### src/rtl/johnson_counter.sv
// Self-correcting Johnson (twisted-ring) counter with a decoded phase index,
// a one-hot phase, a terminal-count flag and an illegal-state flag.
module johnson_counter #(
  parameter int  BITS = 4,
  localparam int PW   = $clog2(2 * BITS)
) (
  input  logic                clk,
  input  logic                reset_n,
  output logic [BITS-1:0]     Q,
  output logic [PW-1:0]       phase,
  output logic [2*BITS-1:0]   phase_oh,
  output logic                tc,
  output logic                illegal
);

  logic [BITS-1:0] q_q;
  logic [BITS-1:0] q_d;

  // Valid code for phase k: k LSBs set for k <= BITS, otherwise the
  // (2*BITS - k) MSBs set.
  function automatic logic [BITS-1:0] johnson_code(input int k);
    logic [BITS-1:0] ones;
    ones = '1;
    if (k <= BITS) return ones >> (BITS - k);
    else           return ones << (k - BITS);
  endfunction

  // NOTE: every output of a combinational block gets a default before any
  // conditional update, so no path leaves it unassigned and no latch appears.
  always_comb begin
    phase    = '0;
    phase_oh = '0;
    illegal  = 1'b1;
    for (int k = 0; k < 2 * BITS; k++) begin
      if (q_q == johnson_code(k)) begin
        phase       = PW'(k);
        phase_oh[k] = 1'b1;
        illegal     = 1'b0;
      end
    end
  end

  assign tc = phase_oh[2*BITS-1];
  assign Q  = q_q;

  // Any non-Johnson pattern is flushed to the all-zero code in one cycle.
  always_comb begin
    q_d = {q_q[BITS-2:0], ~q_q[BITS-1]};
    if (illegal) q_d = '0;
  end

  // NOTE: the state register uses non-blocking assignments so every reader
  // on this edge sees the pre-edge value.
  always_ff @(posedge clk or posedge reset_n) begin
    if (reset_n) q_q <= '0;
    else         q_q <= q_d;
  end

endmodule

### config.mk
export PLATFORM = sky130hd
export DESIGN_NAME = johnson_counter
export DESIGN_NICKNAME = d
export VERILOG_FILES = /design/src/rtl/johnson_counter.sv
export SDC_FILE = /design/constraint.sdc
export NUM_CORES = 1
export LEC_CHECK = 0
export BUFFER_PORTS_ARGS = -buffer_cell sky130_fd_sc_hd__buf_2
export CORE_AREA = 2 2 39 41
export CTS_CLUSTER_DIAMETER = 30
export CTS_CLUSTER_SIZE = 16
export DETAILED_ROUTE_END_ITERATION = 6
export DIE_AREA = 0 0 41 43
export SLEW_MARGIN = 20
export SYNTH_ARGS = -nofsm -noshare
export SYNTH_HDL_FRONTEND = slang
export SYNTH_SLANG_ARGS = --single-unit
### constraint.sdc
create_clock -name clk -period 1.2 [get_ports clk]
set_input_delay 0.12 -clock clk [delete_from_list [all_inputs] [get_ports clk]]
set_output_delay 0.12 -clock clk [all_outputs]
set_load 0.01 [all_outputs]
==> results.sh <==
export IMPL_synth_area_um2=335
export IMPL_grt_usage=0.118
export IMPL_synth_common_cells="dfrtp_1, nand2b_1, mux2i_1, nand2_1, nor2_1"
export IMPL_drtIter0Drc=1
export IMPL_met3_usage=0.0628
export IMPL_crit_fanout=7
export IMPL_cts_sinks=4
export IMPL_dp_hpwl_um=599
export IMPL_critPathRequiredTime_ps=1080
export IMPL_first_pass_iters=2
export IMPL_synthToLayoutAreaGrowth_pct=82.5
export IMPL_utilization=0.442
export IMPL_synth_nets=39
export IMPL_hold_path_class="input pin to asynchronous set/reset pin"
export IMPL_arrival_ps=1250
export IMPL_synth_compound_area_frac=0.0597
export IMPL_nets=71
export IMPL_cap_violations=0
export IMPL_fin_crit_sh=1.15
export IMPL_synthArstFlopShare=1.00
export IMPL_dp_cells=74
export IMPL_busiest_layer="met1"
export IMPL_syn_avg_cell_area_um2=9.06
export IMPL_grt_pass1_wl_um=1300
export IMPL_place_ws_ps=53.2
export IMPL_netlist_instances=37
export IMPL_fillers=151
export IMPL_worst_slack_ps=-175
export IMPL_max_stage_delay_ps=440
export IMPL_violations="negative setup slack"
export IMPL_die_w_um=41
export IMPL_synthSimpleGateAreaFrac=0.358
export IMPL_htreeDepth=1
export IMPL_synth_flop_cell="dfrtp_1"
export IMPL_grt_overflow=0
export IMPL_ys_warn_count=0
export IMPL_die_area_um2=1760
export IMPL_clk_latency_ps=240
export IMPL_die_height_um=43
export IMPL_met1_usage=0.150
export IMPL_synth_edf_count=0
export IMPL_synth_top_area_share=0.299
export IMPL_ys_seq_elements=4
export IMPL_start_kind="flip-flop"
export IMPL_vias=367
export IMPL_p_per_area_nw_per_um2=508
export IMPL_cellLeakagePower_uw=0.000289
export IMPL_wire_per_inst_um=11.4
export IMPL_crit_slowest_cell="dfrtp_2"
export IMPL_synth_area_leaders="dfrtp_1, mux2i_1, nand2b_1"
export IMPL_synthAdderAreaFrac=0
export IMPL_critPathBufInv=1
export IMPL_fmax_mhz=727
export IMPL_port_buffers=18
export IMPL_power_total_uw=311
export IMPL_clock_skew_ps=6.50
export IMPL_yosysTopAreaCell="dfrtp_1"
export IMPL_yosysSeqAreaShare=0.299
export IMPL_cp_top_family="flip-flops"
export IMPL_drive_gt1_frac=0.716
export IMPL_synth_cell_types=21
export IMPL_timing_worst_setup_path_type="flip-flop to primary output"
export IMPL_worst_slew_pin_slew_ps=178
export IMPL_path_clk_slew_ps=40
export IMPL_ir_drop_v=0.000582
export IMPL_cts_tree="done"
export IMPL_row_count=14
export IMPL_antenna_cells=0
export IMPL_start_util=0.242
export IMPL_status="complete, but fails checks"
export IMPL_clock_path_buffers=2
export IMPL_path_cells="or2_4 > nor3_4 > buf_2"
export IMPL_gp_congestion=0.731
export IMPL_fin_cells=83
export IMPL_clockRootBuffer="clkbuf_4"
export IMPL_ant_nets=0
export IMPL_core_um2=1380
export IMPL_synth_top_family_by_area="simple AND/OR/NAND/NOR gates"
export IMPL_drc_errors=0
export IMPL_drv_slew=0
export IMPL_setup_viol=13
export IMPL_via_per_inst=4.42
export IMPL_largest_register_ffs=4
export IMPL_cts_buffers=3
export IMPL_grt_max_degree=9
export IMPL_routed_wl_um=945
export IMPL_hold_viol=0
export IMPL_grtUsageMet2=0.147
export IMPL_synthMuxAreaShare=0.134
export IMPL_antenna_found_initial=0
export IMPL_grt_pass1_vias=314
export IMPL_layout_min_cycle_time_ps=1370
export IMPL_rsz0062_at_grt="yes"
export IMPL_endpoint_kind="primary output"
export IMPL_ioPinCount=19
export IMPL_synth_xor_area_frac=0.0261
export IMPL_slew_headroom=0.881
-- worst min-delay path, stage by stage --
cell	delay [ps]
dlygate4sd3_1	530
buf_2	120
inv_1	120
-- routing by layer --
layer	vias to the layer above	wire length [um]
li1	184	-
met1	172	402
met2	11	486
met3	0	56
met4	0	0
met5	-	0
-- cell usage in the layout, fill, tap and decap left out, drive strengths merged --
| master | count |
|---|---|
| nor2b | 2 |
| a21oi | 1 |
| buf | 30 |
| clkbuf | 3 |
| a21boi | 2 |
| nor2 | 3 |
| dfrtp | 4 |
| nand2 | 3 |
| or2 | 1 |
| nor3b | 2 |
| and3 | 1 |
| nand2b | 4 |
| nor4b | 1 |
| mux2 | 1 |
| nor3 | 2 |
| mux2i | 3 |
| inv | 1 |
| dlygate4sd3 | 1 |
| xor2 | 1 |
| and2 | 1 |
-- power by group --
part | switching [uW] | internal, uW
combinational | 3.08 | 3.49
clock | 56.5 | 112
sequential | 0 | 136
total | 59.5 | 251
-- worst paths after layout --
path	start	endpoint	slack, ps	cells past startpoint
setup reg to reg	Q[1]	Q[1]	60	4
setup / recovery	Q[1]	phase_oh[0]	-170	3
max in group asynchronous	reset_n	Q[1]	730	3
hold / removal	reset_n	Q[0]	310	3
min in group clk	Q[3]	Q[0]	650	2
hold reg to reg	Q[3]	Q[0]	650	2
-- stage by stage --
step | hold WS [ps] | setup TNS [ps] | area (um^2)
floorplan | -114 | -5.17 | 349
global placement | 8.06 | 0 | 474
detailed placement | 4.89 | 0 | 474
CTS | 312 | -1700 | 542
global route | 324 | -2280 | 612
finish | 306 | -1580 | 612
-- cells by family after synthesis --
group / count (synthesis)
buffers and inverters: 5
xor gates and xnor gates: 1
muxes: 4
AOI/OAI and AO/OA: 3
DFF: 4
and+or+nand+nor: 20
-- timing repair --
item                                    4_1_cts  5_1_grt
hold buffers                                  1        0
resized for setup                             9       12
pin swaps                                     3        3
setup buffers                                 2        3
endpoints found under the hold margin         4        0
endpoints found under the setup margin       13       13
-- layout make-up --
class                      count  area (um^2)  area share
timing repair buffer          31          225       0.368
multi-input combinational     28          235       0.384
inverter                       1         3.75     0.00613
sequential                     4          105       0.172
clock buffer                   3         22.5      0.0368
tap                           16         20.0      0.0327
Note: power is estimated with default switching activity, not from simulation.
